[src/rtl/taillight_seq.sv]
// taillight_seq: rear-lamp sequencer for the turn, brake and hazard light path.
//   It contains the state register, the animation tick divider and the step
//   counter. Every output is registered, so a request sampled at an edge shows
//   on the lamps right after that edge.
// Ports:
//   clk        system clock, rising edge
//   rst_n      synchronous active-low reset
//   left_req   left turn request (level)
//   right_req  right turn request (level)
//   haz_req    hazard request (level)
//   brake_req  brake request (level)
//   lamp_l     left lamps, bit 0 innermost, 1 = lit
//   lamp_r     right lamps, bit 0 innermost, 1 = lit
//   state      current state code (debug)
//   tick       one-cycle animation-step strobe (debug)
module taillight_seq #(
  parameter int LAMPS    = 3,
  parameter int TICK_DIV = 12500000,
  parameter int DIV_W    = 24
) (
  input  logic             clk,
  input  logic             rst_n,
  input  logic             left_req,
  input  logic             right_req,
  input  logic             haz_req,
  input  logic             brake_req,
  output logic [LAMPS-1:0] lamp_l,
  output logic [LAMPS-1:0] lamp_r,
  output logic [2:0]       state,
  output logic             tick
);

  localparam int SW = $clog2(LAMPS + 1);

  localparam logic [2:0] IDLE   = 3'b000;
  localparam logic [2:0] LEFT   = 3'b001;
  localparam logic [2:0] RIGHT  = 3'b010;
  localparam logic [2:0] LFIN   = 3'b011;
  localparam logic [2:0] RFIN   = 3'b100;
  localparam logic [2:0] HAZARD = 3'b101;

  localparam logic [DIV_W-1:0] DIV_LAST = DIV_W'(TICK_DIV - 1);
  localparam logic [SW-1:0]    STEP_MAX = SW'(LAMPS);
  localparam logic [LAMPS-1:0] ALL_ON   = '1;

  logic [2:0]       st_q, st_n;
  logic [DIV_W-1:0] div_q, div_n, div_inc;
  logic [SW-1:0]    step_q, step_n, step_inc, step_adv;
  logic             phase_q, phase_n;
  logic             adv, haz;
  logic [LAMPS-1:0] lamp_l_n, lamp_r_n, therm, brk;
  logic             tick_n;

  // state register
  always_ff @(posedge clk) begin
    if (!rst_n) begin
      st_q    <= IDLE;
      div_q   <= '0;
      step_q  <= '0;
      phase_q <= 1'b0;
      tick    <= 1'b0;
      lamp_l  <= '0;
      lamp_r  <= '0;
    end else begin
      st_q    <= st_n;
      div_q   <= div_n;
      step_q  <= step_n;
      phase_q <= phase_n;
      tick    <= tick_n;
      lamp_l  <= lamp_l_n;
      lamp_r  <= lamp_r_n;
    end
  end

  assign state    = st_q;
  // adv marks the cycle whose closing edge is an animation step.
  assign adv      = (div_q == DIV_LAST);
  assign div_inc  = adv ? '0 : div_q + 1'b1;
  assign step_inc = (step_q == STEP_MAX) ? '0 : step_q + 1'b1;
  assign step_adv = adv ? step_inc : step_q;
  assign haz      = haz_req | (left_req & right_req);

  // next-state
  always_comb begin
    st_n    = IDLE;
    div_n   = '0;
    step_n  = '0;
    phase_n = 1'b0;
    if (haz) begin
      st_n = HAZARD;
      if (st_q == HAZARD) begin
        div_n   = div_inc;
        phase_n = adv ? ~phase_q : phase_q;
      end else begin
        phase_n = 1'b1;
      end
    end else if (left_req) begin
      st_n = LEFT;
      // Re-request during the finish sweep continues seamlessly.
      if (st_q == LEFT || st_q == LFIN) begin
        div_n  = div_inc;
        step_n = step_adv;
      end else begin
        step_n = SW'(1);
      end
    end else if (right_req) begin
      st_n = RIGHT;
      if (st_q == RIGHT || st_q == RFIN) begin
        div_n  = div_inc;
        step_n = step_adv;
      end else begin
        step_n = SW'(1);
      end
    end else if (st_q == LEFT || st_q == LFIN || st_q == RIGHT || st_q == RFIN) begin
      // Finish sweep: keep stepping until the pattern wraps back to dark.
      if (step_q != '0 && step_adv != '0) begin
        st_n   = (st_q == LEFT || st_q == LFIN) ? LFIN : RFIN;
        div_n  = div_inc;
        step_n = step_adv;
      end
    end
  end

  // outputs, derived from next-state so lamps land with the state change
  always_comb begin
    for (int i = 0; i < LAMPS; i++) therm[i] = (i < int'(step_n));
    brk      = brake_req ? ALL_ON : '0;
    lamp_l_n = '0;
    lamp_r_n = '0;
    tick_n   = (div_n == DIV_LAST);
    case (st_n)
      IDLE:        begin lamp_l_n = brk;   lamp_r_n = brk;   end
      LEFT, LFIN:  begin lamp_l_n = therm; lamp_r_n = brk;   end
      RIGHT, RFIN: begin lamp_l_n = brk;   lamp_r_n = therm; end
      HAZARD: begin
        lamp_l_n = phase_n ? ALL_ON : '0;
        lamp_r_n = phase_n ? ALL_ON : '0;
      end
      default: ;
    endcase
  end

endmodule

[config.mk]
export PLATFORM = sky130hd
export DESIGN_NAME = taillight_seq
export DESIGN_NICKNAME = d
export VERILOG_FILES = /design/src/rtl/taillight_seq.sv
export SDC_FILE = /design/constraint.sdc
export NUM_CORES = 1
export LEC_CHECK = 0
export BUFFER_PORTS_ARGS = -buffer_cell sky130_fd_sc_hd__clkbuf_2
export CAP_MARGIN = 20
export CORE_ASPECT_RATIO = 1.5
export CORE_UTILIZATION = 59
export DETAILED_ROUTE_END_ITERATION = 10
export HOLD_SLACK_MARGIN = 0.02
export PLACE_DENSITY = 0.78
export SKIP_CTS_REPAIR_TIMING = 1
export SLEW_MARGIN = 20
export SYNTH_ARGS = -nofsm -noshare
export SYNTH_HDL_FRONTEND = slang
export SYNTH_SLANG_ARGS = --single-unit
[constraint.sdc]
create_clock -name clk -period 2.3 [get_ports clk]
set_input_delay 0 -clock clk [delete_from_list [all_inputs] [get_ports clk]]
set_output_delay 0 -clock clk [all_outputs]
set_load 0.005 [all_outputs]
==> impl_metrics.toml, run 1 <==
[sta]
slew_viol_final = 0
fin_crit_ps = 2240
worst_pin_slew_ps = 515
finalClockSkew_ps = 14.2
period_share_pct = 97.3
tns_ps = 0
hold_viol = 0
layout_setup_ws_ps = 61.9
maxSlewHeadroom_pct = 65.3
fmax_ghz = 0.447
setup_viol = 0
hold_ws_ps = 23.2

[critical_path]
crit_chain = "nand3_1 -> nor4_4 -> xnor2_1 -> nor4_2 -> nand4_1 -> nor4_1"
cp_max_fo = 7
path_buf_inv = 0
worstSetupStartpointType = "flop"
cp.required_ps = 2500
critPathTopFamily = "simple AND/OR/NAND/NOR gates"
worst_setup_path_end_kind = "flop"
cpPeakStageDelay_ps = 490
crit_type = "reg2reg"
arrival_ps = 2440
worst_path_max_delay_cell = "dfxtp_1"

[cts]
clock_latency_ps = 300
cts.sinks = 37
cts_root_buf = "clkbuf_8"
cts_tree = "yes"
clkSlewWorstSetupHoldPaths_ps = 80
cts.path.max_buffers = 2
cts_buffers = 5
htree_levels = 2

[yosys]
syn_inst = 261
async_flop_share_pct = 0
synth_area_leaders = "dfxtp_1 (35%), nor2_1 (8.5%), xor2_1 (5.8%)"
synthTopCellsByCount = "nor2_1 (48), dfxtp_1 (37), nand2_1 (16), nand3_1 (14), xor2_1 (14)"
synth.net_count = 270
synth_top_cell_by_area = "dfxtp_1"
synth.avg_cell_area_um2 = 8.11
yosys_most_used_dff = "dfxtp_1"
synth.most_common_cell = "nor2_1"
ys_seq_area_share_pct = 35.0
synth_edf_count = 0
synth_top_family_by_area = "simple AND/OR/NAND/NOR gates"
synth_seq_cells = 37
synth.cell_area_mm2 = 0.00212
synthAdderAreaFrac_pct = 1.77
yosys.area.top_type_share_pct = 35.0
ys_types = 56
synth_compound_gate_area_share_pct = 13.7
synthSimpleGateAreaFrac_pct = 35.0
ys_warn_count = 0
synth.mux.area_fraction_pct = 0.946
synth-xor-area-share_pct = 9.52

[finish]
fin_util_pct = 76.2
n_fill_cell = 259
drive_above_1_share_pct = 25.4
final_cell_area_mm2 = 0.00260
stdcell_count = 341
final_net_count = 307
antenna_cells = 0
areaGrowthSynthToFinish_pct = 22.9

[global_route]
grt_pass1_vias = 2019
grt_max_degree = 14
grt_overflow_total = 0
grt_pass1_wl_um = 8970
antenna_found_initial = 0
track_usage_pct = 32.0

[die]
die-area_mm2 = 0.00384
die_x_um = 50.9
start_util_pct = 62.0
fp.coreArea_mm2 = 0.00342
rows = 26
io-pin-count = 16
die_h_um = 75.4

[routing]
drt_pre_antenna_iters = 4
viasPerCell = 6.31
dr_wl_met2_um = 3000
highest_layer = "met4"
drt_iter0_drc = 104
final_antenna_net_count = 0
drc_errors = 0
wl_um = 5740
vias = 2152
wl_met1_um = 2070
wl_per_cell_um = 16.8
dr_wl_met3_um = 268

[placed_design]
dp.cells = 328
gp_congestion = 0.972
pre_cts_ws_ps = 60.1
place_hpwl_um = 4110
io_buffers = 15
placed_cell_area_mm2 = 0.00236

[power_and_ir_drop]
p_per_area_mw_per_mm2 = 515
peakVddDrop_mv = 0.508
fin_total_pwr_mw = 1.34
leakagePower_nw = 0.940

[hold_path]
hold_path.class = "in2reg"

[outcome]
status = "complete, no violations"

[flow_run]
maxCapViolCount = 0
[sequential cells by signal, indices dropped and copies added, names as in the netlist]
name / flops
phase_q: 1
div_q: 24
state: 3
tick: 1
lamp_r: 3
lamp_l: 3
step_q: 2
[kinds of logic (layout without fill, tap and decap cells)]
family                   after synthesis  after routing
buffers and inverters                 21             59
AND/OR/NAND/NOR                      134            134
adder cells (fa/ha/maj)                3              3
multiplexers                           2              2
AO/OA/AOI/OAI                         41             41
flip-flops                            37             37
XOR/XNOR                              23             23
[power by group]
part	switching [mW]	internal [mW]	total, mW
logic	0.0653	0.0437	0.109
clock network	0.240	0.324	0.564
registers	0.0109	0.655	0.666
total	0.316	1.02	1.34
[layout by cell type (no fill, tap or decap), types with 3 or more instances in the layout]
master,n
nor4_2,3
nand3_1,13
nand4_1,12
dfxtp_1,33
or3_1,3
xnor2_1,9
nor3_1,3
buf_4,25
nand3b_1,3
xor2_1,13
o21ai_0,6
dfxtp_2,4
o22ai_1,3
inv_1,9
clkbuf_2,15
nand2_1,16
a31oi_1,3
nor2_1,48
and2_1,4
a21oi_1,8
clkbuf_8,5
[area by class of cell]
type                       instances  area, um^2  share of cell area [%]
multi-input combinational        203        1380                    53.0
sequential                        37         746                    28.7
timing repair buffer              41         273                    10.5
clock buffer                       5        68.8                    2.65
tap                               42        52.6                    2.02
clock inverter                     3        46.3                    1.78
inverter                          10        37.5                    1.44
[path summary, 6_finish.rpt]
| check | startpoint | end | slack (ps) | depth (start not counted) |
|---|---|---|---|---|
| worst max-delay path | div_q[8] | tick | 60 | 6 |
| worst min-delay path | brake_req | lamp_l[1] | 20 | 3 |
| worst max register to register | div_q[8] | tick | 60 | 6 |
| worst min register to register | div_q[0] | div_q[0] | 480 | 1 |
[layer usage]
metal / vias up / track usage, %
met3: 31 / 8.38
met5: - / 0
met2: 95 / 58.0
li1: 1014 / -
met4: 0 / 26.9
met1: 1012 / 29.4
[worst register-to-register path, cell delays in order (launching register included)]
cell     delay, ps
dfxtp_1        490
nand3_1        290
nor4_4         370
xnor2_1        150
nor4_2         410
nand4_1        170
nor4_1         260
No activity file was read; power rests on OpenSTA's default activity.
==> inputs of run 2 (changes only) <==
--- a/config.mk
+++ b/config.mk
@@ -5,13 +5,12 @@
 export SDC_FILE = /design/constraint.sdc
 export NUM_CORES = 1
 export LEC_CHECK = 0
-export BUFFER_PORTS_ARGS = -buffer_cell sky130_fd_sc_hd__clkbuf_2
 export CAP_MARGIN = 20
 export CORE_ASPECT_RATIO = 1.5
-export CORE_UTILIZATION = 59
+export CORE_UTILIZATION = 40
 export DETAILED_ROUTE_END_ITERATION = 10
+export DONT_BUFFER_PORTS = 1
 export HOLD_SLACK_MARGIN = 0.02
-export PLACE_DENSITY = 0.78
 export SKIP_CTS_REPAIR_TIMING = 1
 export SLEW_MARGIN = 20
 export SYNTH_ARGS = -nofsm -noshare
==> impl_metrics.toml, run 2 (synthesis results as in run 1) <==
[die]
die_h_um = 91.1
die_x_um = 61.4
start_util_pct = 41.3
io-pin-count = 16
rows = 32
fp.coreArea_mm2 = 0.00512
die-area_mm2 = 0.00559

[finish]
antenna_cells = 0
layout_common_cells = "nor2_1 (48), dfxtp_1 (36), buf_4 (25)"
n_fill_cell = 519
regMostFlops = "div_q"
stdcell_count = 355
areaGrowthSynthToFinish_pct = 19.3
drive_above_1_share_pct = 17.8
final_common_cell = "nor2_1"
largest_reg_flops = 24
final_net_count = 296

[power_and_ir_drop]
leakagePower_nw = 0.865
p_per_area_mw_per_mm2 = 485
peakVddDrop_mv = 0.253
fin_total_pwr_mw = 1.22

[sta]
maxSlewHeadroom_pct = 66.9
tns_ps = 0
rsz0062_at_grt = "false"
worst_pin_slew_ps = 492
layout_setup_ws_ps = 123
period_share_pct = 94.7
finalClockSkew_ps = 6.01
fin_crit_ps = 2180
hold_viol = 0
slew_viol_final = 0
setup_viol = 0
fmax_ghz = 0.459

[critical_path]
cpPeakStageDelay_ps = 650
cp_max_fo = 7
crit_type = "reg2reg"
worst_path_max_delay_cell = "or4_1"
cp.required_ps = 2510
crit_chain = "nand2_1 -> or4_1 -> o41a_1 -> a21oi_2 -> nor2_1 -> o32ai_2"
worst_setup_path_end_kind = "flop"
r2r_setup_slack_ps = 120
arrival_ps = 2380
worstSetupStartpointType = "flop"

[routing]
wl_per_cell_um = 14.9
viasPerCell = 5.55
final_antenna_net_count = 0
drt_iter0_drc = 99
wl_um = 5310
drt_pre_antenna_iters = 4
drc_errors = 0
vias = 1971

[global_route]
busiest_layer = "met2"
grt_overflow_total = 0
globalRouteMet1Util_pct = 21.1
grt_pass1_wl_um = 8420
met3_usage_pct = 4.13
grt_max_degree = 14
grt.met2_usage_pct = 38.0
grt_pass1_vias = 1820
track_usage_pct = 20.4
antenna_found_initial = 0

[placed_design]
io_buffers = 0
pre_cts_ws_ps = 73.3
place_hpwl_um = 4080
dp.cells = 343
gp_congestion = 0.840

[flow_run]
maxCapViolCount = 0

[cts]
cts.sinks = 37
clock_latency_ps = 290
cts_root_buf = "clkbuf_8"
cts.path.max_buffers = 2
clkSlewWorstSetupHoldPaths_ps = 70
htree_levels = 2
cts_buffers = 5
cts_tree = "yes"

[outcome]
status = "complete, no violations"

[hold_path]
hold_path.class = "in2reg"
==> run 2: cell count changes in the layout (fill, tap and decap cells not counted), sizes merged <==
| cell | change |
|---|---|
| clkinv | -1 |
| clkbuf | -14 |
| bufinv | -1 |
| dlygate4sd3 | +4 |
==> run 2: layout make-up <==
| cell class | instances | area [um^2] | share of cell area [%] |
|---|---|---|---|
| flip-flops and latches | 37 | 742 | 29.4 |
| clock buffers | 6 | 82.6 | 3.27 |
| well taps | 68 | 85.1 | 3.37 |
| multi-input cells | 203 | 1330 | 52.8 |
| repair buffers | 30 | 238 | 9.41 |
| clock inverters | 1 | 7.51 | 0.297 |
| inverters | 10 | 37.5 | 1.49 |
==> run 2: metal layers <==
layer	up-vias	part of all wire [%]
met5	-	0
met4	0	2.2
met2	45	55
met3	11	3.2
met1	926	39
li1	989	-
==> run 2: where the power goes <==
| group | switching [mW] | internal, mW |
|---|---|---|
| Combinational | 0.0549 | 0.0388 |
| Clock | 0.226 | 0.237 |
| Sequential | 0.0123 | 0.655 |
==> run 2: worst max-delay path: cells and delay by family (launching register included) <==
kind / cells / cell delay, ps
and+or+nand+nor: 3 / 850
AOI/OAI and AO/OA: 3 / 850
DFF: 1 / 390
==> run 2: metrics by stage <==
step	instance area [um^2]	hold WS (ps)	util, %
2_1_floorplan	2120	122	-
3_3_place_gp	2350	154	45.8
3_5_place_dp	2350	141	45.8
4_1_cts	2440	-159	47.6
5_1_grt	2530	62.5	49.3
6_report	2530	41.3	49.3
==> run 2: path summary, 6_finish.rpt <==
kind              from   endpoint  depth (start not counted)
min reg2reg   div_q[0]   div_q[0]                          1
max reg2reg  div_q[11]  lamp_r[0]                          6
max          div_q[11]  lamp_r[0]                          6
min           left_req   state[2]                          2
